`config.mk`:
```
export PLATFORM = sky130hd
export DESIGN_NAME = sseg_scroll_ctrl
export DESIGN_NICKNAME = d
export VERILOG_FILES = /design/src/rtl/sseg_pkg.sv /design/src/rtl/sseg_tick_gen.sv /design/src/rtl/sseg_scroll_ctrl.sv
export SDC_FILE = /design/constraint.sdc
export NUM_CORES = 1
export LEC_CHECK = 0
export CORE_MARGIN = 2
export CORE_UTILIZATION = 55
export DETAILED_ROUTE_END_ITERATION = 8
export GPL_ROUTABILITY_DRIVEN = 0
export GPL_TIMING_DRIVEN = 0
export PLACE_DENSITY = 0.75
export SLEW_MARGIN = 20
export SYNTH_ARGS = -nofsm -noshare
export SYNTH_HDL_FRONTEND = slang
export SYNTH_SLANG_ARGS = --single-unit
```
`constraint.sdc`:
```
create_clock -name clk -period 10.7 [get_ports clk]
set_input_delay 2.675 -clock clk [delete_from_list [all_inputs] [get_ports clk]]
set_output_delay 2.675 -clock clk [all_outputs]
set_load 0.1 [all_outputs]
```
`src/rtl/sseg_pkg.sv`:
```
// Shared types and constants for the scrolling 7-seg message sequencer.
// Contents: blank nibble code, window width, FSM state enum, nibble type.
package sseg_pkg;

    localparam logic [3:0]  NIB_BLANK  = 4'hB;
    localparam int unsigned WIN_DIGITS = 4;

    typedef logic [3:0] nib_t;

    typedef enum logic [1:0] {
        IDLE  = 2'd0,
        LOAD  = 2'd1,
        DRAIN = 2'd2,
        SHOW  = 2'd3
    } state_e;

endpackage

```
`src/rtl/sseg_tick_gen.sv`:
```
// Free-running prescaler for the scroll step.
// Ports:
//   clk, rst_n : clock, async active-low reset
//   clr        : synchronous clear (message commit)
//   tick       : high while the counter is all-ones
//   msb        : counter MSB (blink phase)
module sseg_tick_gen #(
    parameter int unsigned STEP_DIV_BITS = 24
) (
    input  logic clk,
    input  logic rst_n,
    input  logic clr,
    output logic tick,
    output logic msb
);

    logic [STEP_DIV_BITS-1:0] cnt;

    // Counter wraps naturally; only a commit restarts the phase.
    always_ff @(posedge clk or negedge rst_n) begin
        if (!rst_n) begin
            cnt <= '0;
        end else if (clr) begin
            cnt <= '0;
        end else begin
            cnt <= cnt + STEP_DIV_BITS'(1);
        end
    end

    assign tick = &cnt;
    assign msb  = cnt[STEP_DIV_BITS-1];

endmodule

```
`src/rtl/sseg_scroll_ctrl.sv`:
```
// Message sequencer feeding the 4-digit time-multiplexed 7-seg driver.
// Buffers a nibble message from a valid/ready stream and marquee-scrolls a
// 4-digit window over it (message followed by four blanks, wrapping).
// Ports:
//   clk, rst_n          : clock, async active-low reset
//   blink_en            : only with SSEG_SCROLL_BLINK_EN; blank window on alternate half-periods
//   wr_valid/wr_ready   : message beat handshake (ready is always high)
//   wr_nib, wr_last     : message nibble and end-of-message marker
//   scroll_en           : advance window on tick when high
//   busy                : high while a message is being received (LOAD/DRAIN)
//   msg_len             : committed message length
//   digits              : {d3,d2,d1,d0}, d3 leftmost
// Optional feature macro: SSEG_SCROLL_BLINK_EN
module sseg_scroll_ctrl
    import sseg_pkg::*;
#(
    parameter int unsigned MSG_DEPTH     = 16,
    parameter int unsigned STEP_DIV_BITS = 24
) (
    input  logic                       clk,
    input  logic                       rst_n,
`ifdef SSEG_SCROLL_BLINK_EN
    input  logic                       blink_en,
`endif
    input  logic                       wr_valid,
    output logic                       wr_ready,
    input  logic [3:0]                 wr_nib,
    input  logic                       wr_last,
    input  logic                       scroll_en,
    output logic                       busy,
    output logic [$clog2(MSG_DEPTH):0] msg_len,
    output logic [15:0]                digits
);

    localparam int unsigned AW = $clog2(MSG_DEPTH);
    localparam int unsigned PW = AW + 1;
    localparam int unsigned IW = PW + 1;
    localparam logic [15:0] BLANK_WIN = {WIN_DIGITS{NIB_BLANK}};

    state_e          state, state_d;
    logic [PW-1:0]   wptr, wptr_d;
    logic [PW-1:0]   len_d;
    logic [PW-1:0]   pos, pos_d;
    logic            commit;
    logic            buf_we;
    logic [AW-1:0]   buf_idx;
    logic            tick;
    logic            tick_msb;
    logic [15:0]     win_c;
    logic [15:0]     digits_d;
    logic [IW-1:0]   span;
    logic [IW-1:0]   idx;
    nib_t            nib;
    nib_t            msg_buf [MSG_DEPTH];

    assign wr_ready = 1'b1;
    assign busy     = (state == LOAD) || (state == DRAIN);

    sseg_tick_gen #(
        .STEP_DIV_BITS(STEP_DIV_BITS)
    ) u_tick (
        .clk  (clk),
        .rst_n(rst_n),
        .clr  (commit),
        .tick (tick),
        .msb  (tick_msb)
    );

    // State register
    always_ff @(posedge clk or negedge rst_n) begin
        if (!rst_n) begin
            state <= IDLE;
        end else begin
            state <= state_d;
        end
    end

    // Next-state, buffer write and position control
    always_comb begin
        state_d = state;
        wptr_d  = wptr;
        len_d   = msg_len;
        pos_d   = pos;
        commit  = 1'b0;
        buf_we  = 1'b0;
        buf_idx = wptr[AW-1:0];
        case (state)
            IDLE, SHOW: begin
                // A new message pre-empts any scroll step in the same cycle.
                if (wr_valid) begin
                    buf_we  = 1'b1;
                    buf_idx = '0;
                    wptr_d  = PW'(1);
                    if (wr_last) begin
                        commit = 1'b1;
                        len_d  = PW'(1);
                    end else begin
                        state_d = LOAD;
                    end
                end else if (state == SHOW && tick && scroll_en &&
                             msg_len > PW'(WIN_DIGITS)) begin
                    pos_d = (pos == msg_len + PW'(3)) ? '0 : pos + PW'(1);
                end
            end
            LOAD: begin
                if (wr_valid) begin
                    buf_we = 1'b1;
                    wptr_d = wptr + PW'(1);
                    if (wr_last) begin
                        commit = 1'b1;
                        len_d  = wptr + PW'(1);
                    end else if (wptr == PW'(MSG_DEPTH - 1)) begin
                        state_d = DRAIN;
                    end
                end
            end
            DRAIN: begin
                if (wr_valid && wr_last) begin
                    commit = 1'b1;
                    len_d  = PW'(MSG_DEPTH);
                end
            end
            default: state_d = IDLE;
        endcase
        if (commit) begin
            state_d = SHOW;
            pos_d   = '0;
        end
    end

    // Control registers
    always_ff @(posedge clk or negedge rst_n) begin
        if (!rst_n) begin
            wptr    <= '0;
            msg_len <= '0;
            pos     <= '0;
            digits  <= BLANK_WIN;
        end else begin
            wptr    <= wptr_d;
            msg_len <= len_d;
            pos     <= pos_d;
            digits  <= digits_d;
        end
    end

    // Message buffer, no reset needed
    always_ff @(posedge clk) begin
        if (buf_we) begin
            msg_buf[buf_idx] <= wr_nib;
        end
    end

    // Window over V = msg followed by four blanks; pos <= L+3 so one subtract wraps
    always_comb begin
        win_c = BLANK_WIN;
        span  = IW'(msg_len) + IW'(WIN_DIGITS);
        idx   = '0;
        nib   = NIB_BLANK;
        for (int k = 0; k < int'(WIN_DIGITS); k++) begin
            idx = IW'(pos) + IW'(k);
            if (idx >= span) begin
                idx = idx - span;
            end
            if (idx < IW'(msg_len)) begin
                nib = msg_buf[idx[AW-1:0]];
            end else begin
                nib = NIB_BLANK;
            end
            win_c[4*(int'(WIN_DIGITS)-1-k) +: 4] = nib;
        end
    end

    // Output select
    always_comb begin
        digits_d = BLANK_WIN;
        if (state == SHOW) begin
            digits_d = win_c;
        end
`ifdef SSEG_SCROLL_BLINK_EN
        if (state == SHOW && blink_en && tick_msb) begin
            digits_d = BLANK_WIN;
        end
`endif
    end

`ifndef SSEG_SCROLL_BLINK_EN
    logic unused_msb;
    assign unused_msb = tick_msb;
`endif

endmodule
```
==> metrics, run 1 <==
Die H=130 um; gr busiest metal=met2; DP HPWL=17400 um; CP endpoint kind=register; num rows=45; Final Max Slew Viols=0; clock skew=9.16 ps; initial antenna violation count=0; Reg power frac=29.4%; worst-path cell chain=clkbuf_1 -> inv_1 -> ha_1 -> inv_1 -> fa_1 -> nor2_1 -> a21oi_1 -> o41a_1 -> buf_2 -> buf_2 -> mux2i_1 -> inv_1 -> ha_1 -> a21o_1 -> a2111oi_0 -> and3_1 -> a21boi_1; I/O Pins=32; Pint=1.22 mW; syn nets=949; GR Util met1=40.4%; PortBufs=30; Peak VDD IR=0.197 mV; Async S/R FF share, synth=47.1%; Seq cells post-synth=121; Core Footprint=0.0153 mm^2; routed vias/inst=6.22; register-to-register setup slack=5200 ps; Hold Vio Cnt, Final=0; die area=0.0168 mm^2; synthesized area=0.00868 mm^2; 1st-pass router iterations=5; TritonCTS Buffers=17; unrepaired setup endpoints after global routing=false; Slowest-stage cell, CP=clkbuf_1; synthesized area per cell=9.81 um^2; worst-margin pin slew=1090 ps; crit path launch type=register; setup_tns=0 ps; met2 Use GR=45.1%; CP endpoint=digits[2]; fraction of layout cells with a size suffix above 1=10.1%; Distinct cells, synth=65; RR Endpoint=digits[2]; final period utilization=51.4%; Logic pwr share=45.1%; # hold bufs at CTS=0; Tmin final=5500 ps; Starting DRT DRC Count=1167; FMAX=182 MHz; die width=130 um; most frequent cells in the layout=nand2_1 (134), mux2i_1 (82), nor2_1 (73), edfxtp_1 (64), ha_1 (51); Clock Sinks=121; P&R area growth vs syn=13.1%; Slew headroom=26.7%; final WL=23100 um; CP arrival=5850 ps; CTS root buf=clkbuf_16; Psw=872 uW; CTS tree=yes; post-route ant nets=0; detailed-route DRC error count=0; Reg2Reg Depth=17; initial core utilization=56.7%; Max Cap Viol=0; setup bufs post-CTS=0; GR Overflow Total=0; EDFF count, synth=64; Total GRT Usage=28.9%; via count=7206; commonest non-fill, non-tap cell in the layout=nand2_1; Worst Setup SP=pos[0]; sequential fraction of the synthesis area=38.7%; HP Class=register to register; Top FF cell, synth=edfxtp_1; first-pass GRT wire length=36800 um; Critical Path RT=11050 ps; P_leak=3.98 nW; fillcell total=1210; CP max stage delay=510 ps; cell repeated most along the worst path=inv_1; CTS H-Tree Depth=4; synthesized instance count=885; deepest clock path buffer count=2; GR Util met3=6.61%; Crit Path Class=register to register; Clk pwr share=25.4%; post-cts resize count=0; final setup fails=0; R2R Path Start=pos[0]; switching power share of the total=41.7%; pin count of the biggest net entering global routing=41; synth warn=0; vias in the first global route=6811; outcome=complete, no violations; Antenna diodes=0; Fin Hold WS=465 ps; routed len/inst=19.9 um; Worst-path clk slew=60 ps; Post-layout nets=999; Worst-Skew Late Latency=420 ps; PD cells=213 mW/mm^2; maximum fanout along the worst path=10
[power by group through the flow]
stage                     clock network [mW]  registers (mW)  logic, mW
after floorplan                            0           0.731      0.596
after global placement                     0           0.620      0.913
after detailed placement                   0           0.621      0.926
after CTS                              0.539           0.613      0.931
after global routing                   0.560           0.621       1.03
final                                  0.532           0.615      0.944
[cells by family after synthesis]
family / Yosys count / share of synthesized area [%]
buf+inv: 66 / 3.34
mux: 106 / 14.9
xor+xnor: 47 / 4.74
compound gates: 163 / 12.9
simple gates: 326 / 17.0
flops: 121 / 38.7
other cells: 1 / 0.0432
fa+ha+maj: 55 / 8.27
[how the worst min path moves through the flow]
| stage | start | to | slack [ps] | cells past startpoint |
|---|---|---|---|---|
| CTS | u_tick.cnt[0] | u_tick.cnt[0] | 470 | 1 |
| floorplan | u_tick.cnt[0] | u_tick.cnt[0] | 430 | 1 |
| global route | u_tick.cnt[0] | u_tick.cnt[0] | 500 | 1 |
| global placement | wptr[4] | wptr[4] | 460 | 2 |
| detailed placement | u_tick.cnt[0] | u_tick.cnt[0] | 470 | 1 |
| finish | u_tick.cnt[0] | u_tick.cnt[0] | 470 | 1 |
[cells in the mapped netlist, types with 7 or more instances]
cell      instances  area, um^2
nand2_1         134         503
mux2i_1          82         821
nor2_1           73         274
edfxtp_1         64        1920
ha_1             51         638
nand3_1          46         230
dfrtp_1          45        1130
a21oi_1          35         175
inv_1            29         109
xor2_1           24         210
xnor2_1          23         201
o21ai_0          20         100
clkbuf_1         18        67.6
a22oi_1          14         105
nand4_1          14        87.6
mux4_2           13         293
a31oi_1          12        75.1
dfstp_2          12         315
nand3b_1         11        82.6
buf_2            10        50.1
o211ai_1         10        75.1
and3_1            9        56.3
nor2b_1           8        50.1
nor3_1            8        40.0
o31ai_1           8        60.1
a21o_1            7        52.6
o21a_1            7        52.6
o22ai_1           7        43.8
[layout make-up]
type                       instances  area, um^2  area share [%]
inverter                          32         120            1.22
timing repair buffer              31         318            3.24
buffer                            34         170            1.73
clock buffer                      19         433            4.41
clock inverter                    13         119            1.21
multi-input combinational        698        5030            51.2
sequential                       121        3360            34.3
tap                              211         264            2.69
[sequential cells by signal, summed over array words and instances (netlist names)]
register and cells:
pos 5, wptr 5, state 2, msg_buf 64, msg_len 5, u_tick.cnt 24
digits 16
[through the flow]
step / power [mW] / cells / cell area (um^2) / worst slack [ps] / util (%)
2_1_floorplan: 1.33 / 885 / 8680 / 6200 / -
4_1_cts: 2.08 / 1159 / 9810 / 5220 / 64.1
6_report: 2.09 / 1159 / 9820 / 5200 / 64.1
5_1_grt: 2.21 / 1159 / 9820 / 4900 / 64.1
3_3_place_gp: 1.53 / 1126 / 9250 / 5130 / 60.4
3_5_place_dp: 1.55 / 1127 / 9260 / 5230 / 60.5
[worst max-delay path: cells and delay by family (launching register included)]
family / cells / cell delay [ps]
and+or+nand+nor: 2 / 440
DFF: 1 / 400
muxes: 1 / 510
buffers and inverters: 6 / 1750
adders and majority gates: 3 / 1230
AOI/OAI and AO/OA: 5 / 1080
[metal layers]
metal | vias to the layer above | wire, um
met5 | - | 0
met4 | 0 | 507
met3 | 48 | 2190
met2 | 360 | 10600
met1 | 3443 | 9800
li1 | 3355 | -
(Power assumes the default switching activity.)
==> run 2, diff against run 1 <==
clock period = 5.2 ns   (was 10.7 ns; I/O delays follow)
==> metrics, run 2 (synthesis gave the netlist of run 1 again) <==
Crit Path Class=register to register; final setup fails=0 (unchanged); Slowest-stage cell, CP=fa_1; Critical Path RT=5550 ps (-5500 ps); Tmin final=4900 ps (-605 ps); 1st-pass router iterations=6 (+1); post-route ant nets=0 (unchanged); CP max stage delay=480 ps (-30 ps); CTS tree=yes; Worst Hold End=u_tick.cnt[0]; routed vias/inst=6.22 (about the same); deepest clock path buffer count=2 (unchanged); Worst-path clk slew=60 ps (about the same); I/O Pins=32 (unchanged); CP arrival=5250 ps (-600 ps); initial core utilization=56.7% (unchanged); worst-path cell chain=clkbuf_2 -> inv_1 -> ha_1 -> inv_1 -> fa_1 -> nor2_1 -> a21oi_1 -> o41a_1 -> buf_2 -> buf_2 -> mux2i_4 -> inv_2 -> ha_1 -> a21o_1 -> a2111oi_0 -> and3_1 -> a21boi_1; Die H=130 um (unchanged); max reg flops=64 (unchanged); outcome=complete, no violations; die width=130 um (unchanged); pin count of the biggest net entering global routing=41 (unchanged); Final Cell Area=0.00984 mm^2 (+0.24%); HP Class=register to register; worst-margin pin slew=1070 ps (-15.6 ps); Peak VDD IR=0.406 mV (+110%); register-to-register setup slack=300 ps (-4900 ps); Starting DRT DRC Count=1250 (+7.1%); fraction of layout cells with a size suffix above 1=10.6% (+0.43 points); # hold bufs at CTS=0 (unchanged); maximum fanout along the worst path=10 (unchanged); FMAX=204 MHz (+12%); most frequent cells in the layout=nand2_1 (134), mux2i_1 (80), nor2_1 (73), edfxtp_1 (64), ha_1 (51); TritonCTS Buffers=17 (unchanged); hold depth=1 (unchanged); Antenna diodes=0 (unchanged); crit path launch type=register; P&R area growth vs syn=13.4%; routed len/inst=19.9 um (-0.31%); Clock Sinks=121 (unchanged); PD cells=439 mW/mm^2 (+110%); Slew headroom=27.8% (+1.0 points); detailed-route DRC error count=0 (unchanged); CTS root buf=clkbuf_16; CP top delay family=buffers and inverters; fillcell total=1207 (-0.25%); CP endpoint kind=register; CTS H-Tree Depth=4 (unchanged); Core Footprint=0.0153 mm^2 (unchanged); final period utilization=94.2% (+43 points); PortBufs=30 (unchanged); Final Max Slew Viols=0 (unchanged); Crit. path cell count=17 (unchanged); Total GRT Usage=28.9% (about the same); commonest non-fill, non-tap cell in the layout=nand2_1; DP HPWL=17400 um (unchanged); initial antenna violation count=0 (unchanged); final WL=23000 um (-0.39%); unrepaired setup endpoints after global routing=false; GR Overflow Total=0 (unchanged); R2R Path Start=pos[0]; setup_tns=0 ps (unchanged); hold_sp=u_tick.cnt[0]; most flop-heavy register=msg_buf; post-placement cell area=0.00926 mm^2 (unchanged); Post-layout nets=998 (-0.10%); first-pass GRT wire length=36800 um (-0.13%); Max Cap Viol=0 (unchanged); P_leak=3.99 nW (+0.15%); num rows=45 (unchanged); Reg2Reg Depth=17 (unchanged); via count=7198 (-0.11%); Hold Vio Cnt, Final=0 (unchanged); die area=0.0168 mm^2 (unchanged); Worst-Skew Late Latency=420 ps (about the same); RR Endpoint=digits[2]; Buf+Inv Stages, Crit Path=6 (unchanged); clock skew=8.10 ps (-1.06 ps); Largest regs=msg_buf: 64 flops, u_tick.cnt: 24 flops, digits: 16 flops; vias in the first global route=6800 (-0.16%)
==> run 2: per-layer routing <==
layer  GRT usage, %  vias to the layer above  part of all wire (%)
li1               -                     3349                     -
met1           40.5                     3434                    42
met2           45.2                      370                    46
met3           6.48                       45                    10
met4           8.86                        0                   2.0
met5              0                        -                     0
==> run 2: through the flow <==
stage / std cells / power, mW / worst slack, ps / util [%] / hold WS, ps
after floorplan: 885 / 2.73 / 699 / - / 433
after global placement: 1126 / 3.15 / -256 / 60.4 / 458
after detailed placement: 1127 / 3.18 / -272 / 60.5 / 465
after CTS: 1158 / 4.29 / 168 / 64.1 / 473
after global routing: 1158 / 4.56 / 9.67 / 64.3 / 499
final: 1158 / 4.32 / 303 / 64.3 / 465
==> run 2: report_power, final <==
part | internal (mW) | switching, mW
Sequential | 1.14 | 0.129
Clock | 0.660 | 0.436
Combinational | 0.720 | 1.24
==> run 2: repair_timing <==
action / 4_1_cts / 5_1_grt
resized for setup: 3 / 3
endpoints found under the setup margin: 4 / 4
setup buffers: 0 / 0
==> run 2: worst max path at each step <==
stage	from	to	slack [ps]
6_report	pos[0]	digits[2]	300
3_5_place_dp	pos[0]	digits[2]	-270
2_1_floorplan	msg_len[1]	digits[2]	700
4_1_cts	pos[1]	digits[2]	170
5_1_grt	pos[0]	digits[8]	10
3_3_place_gp	pos[0]	digits[2]	-260
==> run 2: cell type report <==
cell class	instances	area, um^2	share of cell area (%)
buffer	33	168	1.70
sequential	121	3360	34.2
multi-input combinational	698	5060	51.4
tap	211	264	2.68
inverter	32	120	1.22
clock buffer	19	433	4.40
clock inverter	13	119	1.21
timing repair buffer	31	318	3.23
==> run 3, diff against run 2 <==
CTS_BUF_LIST = sky130_fd_sc_hd__clkbuf_4   (was unset)
HOLD_SLACK_MARGIN = 0.08   (was unset)
==> metrics, run 3 (synthesis gave the netlist of run 1 again) <==
outcome=complete, no violations; I/O Pins=32 (unchanged); PortBufs=30 (unchanged); vias in the first global route=6706 (-1.4%); CTS root buf=clkbuf_4; P&R area growth vs syn=10.2%; Buf+Inv Stages, Crit Path=4 (-2); PD cells=402 mW/mm^2 (-8.3%); CTS tree=yes; initial core utilization=56.7% (unchanged); num rows=45 (unchanged); clock skew=19.4 ps (+11.3 ps); Clock Sinks=121 (unchanged); max reg flops=64 (unchanged); Die H=130 um (unchanged); P_leak=3.87 nW (-2.9%); die area=0.0168 mm^2 (unchanged); deepest clock path buffer count=2 (unchanged); cell repeated most along the worst path=inv_1; via count=7226 (+0.39%); CP endpoint kind=register; Slowest-stage cell, CP=mux2i_1; Slew headroom=24.9% (-2.9 points); Peak VDD IR=0.282 mV (-30%); Core Footprint=0.0153 mm^2 (unchanged); CP top delay family=compound AO/OA/AOI/OAI gates; CTS H-Tree Depth=4 (unchanged); area occupied by multi-input gates=0.00506 mm^2 (about the same); maximum fanout along the worst path=10 (unchanged); final period utilization=95.0% (+0.82 points); fraction of layout cells with a size suffix above 1=10.9% (+0.31 points); final WL=22600 um (-1.6%); hold depth=1 (unchanged); Starting DRT DRC Count=1134 (-9.3%); R2R Path Start=pos[0]; CP arrival=5420 ps (+170 ps); post-route ant nets=0 (unchanged); worst-path cell chain=clkbuf_2 -> inv_1 -> ha_1 -> inv_1 -> fa_1 -> inv_1 -> o31ai_2 -> a21oi_4 -> mux2i_1 -> ha_1 -> a21o_1 -> a211oi_1 -> o211ai_1 -> a211o_1; TritonCTS Buffers=17 (unchanged); routed vias/inst=6.23 (+0.22%); most flop-heavy register=msg_buf; Worst-path clk slew=110 ps (+50 ps); hold_sp=u_tick.cnt[0]; DP HPWL=17400 um (unchanged); post-route setup slack=261 ps (-42.9 ps); Hold Vio Cnt, Final=0 (unchanged); Fin Hold WS=474 ps (+9.03 ps); sequential standard cell area=0.00336 mm^2 (about the same); Power, Total=3.85 mW (-11%); GR Overflow Total=0 (unchanged); CP max stage delay=800 ps (+320 ps); detailed-route DRC error count=0 (unchanged); setup_tns=0 ps (unchanged); fillcell total=1262 (+4.6%); Tmin final=4940 ps (+42.9 ps); Crit. path cell count=14 (-3); Worst Setup SP=pos[0]; crit path launch type=register; Reg2Reg Depth=14 (-3); routed len/inst=19.5 um (-1.7%); commonest non-fill, non-tap cell in the layout=nand2_1; Total GRT Usage=28.4% (-0.57 points); first-pass GRT wire length=36100 um (-1.9%); initial antenna violation count=1 (+1); Post-layout nets=999 (+0.10%); final setup fails=0 (unchanged); Critical Path RT=5680 ps (+130 ps); pre-CTS WS=-272 ps (unchanged); FMAX=202 MHz (-0.87%); Largest regs=msg_buf: 64 flops, u_tick.cnt: 24 flops, digits: 16 flops; Worst-Skew Late Latency=550 ps (+130 ps); die width=130 um (unchanged); HP Class=register to register; worst-margin pin slew=1120 ps (+42.6 ps); Crit Path Class=register to register; 1st-pass router iterations=7 (+1); unrepaired setup endpoints after global routing=false; Max Cap Viol=0 (unchanged); pin count of the biggest net entering global routing=41 (unchanged); most frequent cells in the layout=nand2_1 (134), mux2i_1 (80), nor2_1 (73), edfxtp_1 (64), ha_1 (51); Final Max Slew Viols=0 (unchanged)
-- run 3: cell count changes in the layout (fill, tap and decap cells not counted), sizes merged --
cell / previous run / this run
diode: 0 / 1
clkbuf: 36 / 37
-- run 3: stage by stage --
| step | util, % | cell area, um^2 | cells |
|---|---|---|---|
| after global placement | 60.4 | 9250 | 1126 |
| after detailed placement | 60.5 | 9260 | 1127 |
| after CTS | 62.2 | 9530 | 1159 |
| after global routing | 62.4 | 9560 | 1160 |
| after floorplan | - | 8680 | 885 |
| final | 62.4 | 9560 | 1160 |
-- run 3: layer usage --
layer,part of all wire [%],track usage (%),vias to the layer above
li1,-,-,3347
met1,42,40.1,3435
met2,45,43.6,385
met3,11,6.44,59
met4,2.4,9.11,0
met5,0,0,-
-- run 3: final cells by class --
class | instances | share of cell area (%)
Antenna cell | 1 | 0.0262
Timing Repair Buffer | 31 | 3.32
Tap cell | 211 | 2.76
Sequential cell | 121 | 35.2
Buffer | 34 | 1.81
Clock inverter | 13 | 1.24
Inverter | 32 | 1.26
Clock buffer | 19 | 1.49
Multi-Input combinational cell | 698 | 52.9
-- run 3: report_power, final --
part,switching (mW),total (mW),leakage (nW),internal (mW)
clock,0.374,0.627,0.149,0.253
combinational,1.24,1.96,2.41,0.719
sequential,0.128,1.26,1.31,1.13
total,1.74,3.85,3.87,2.11
-- run 3: worst reg2reg max path: stages (launching register included) --
cell and delay, ps:
dfrtp_1 410, clkbuf_2 310, inv_1 240, ha_1 470
inv_1 240, fa_1 490, inv_1 120, o31ai_2 100
a21oi_4 380, mux2i_1 810, ha_1 400, a21o_1 180
a211oi_1 230, o211ai_1 230, a211o_1 300
-- run 3: worst paths after layout --
check,slack [ps],end
min,470,u_tick.cnt[0]
max in group asynchronous,4020,digits[5]
min reg2reg,470,u_tick.cnt[0]
max reg2reg,260,digits[8]
max,260,digits[8]
min in group asynchronous,610,u_tick.cnt[13]
-- run 3: repair_timing --
| item | in CTS | in global routing |
|---|---|---|
| resized for setup | 3 | 5 |
| buffers inserted | 0 | 0 |
| hold buffers | 0 | 0 |
| endpoints found under the setup margin | 4 | 8 |
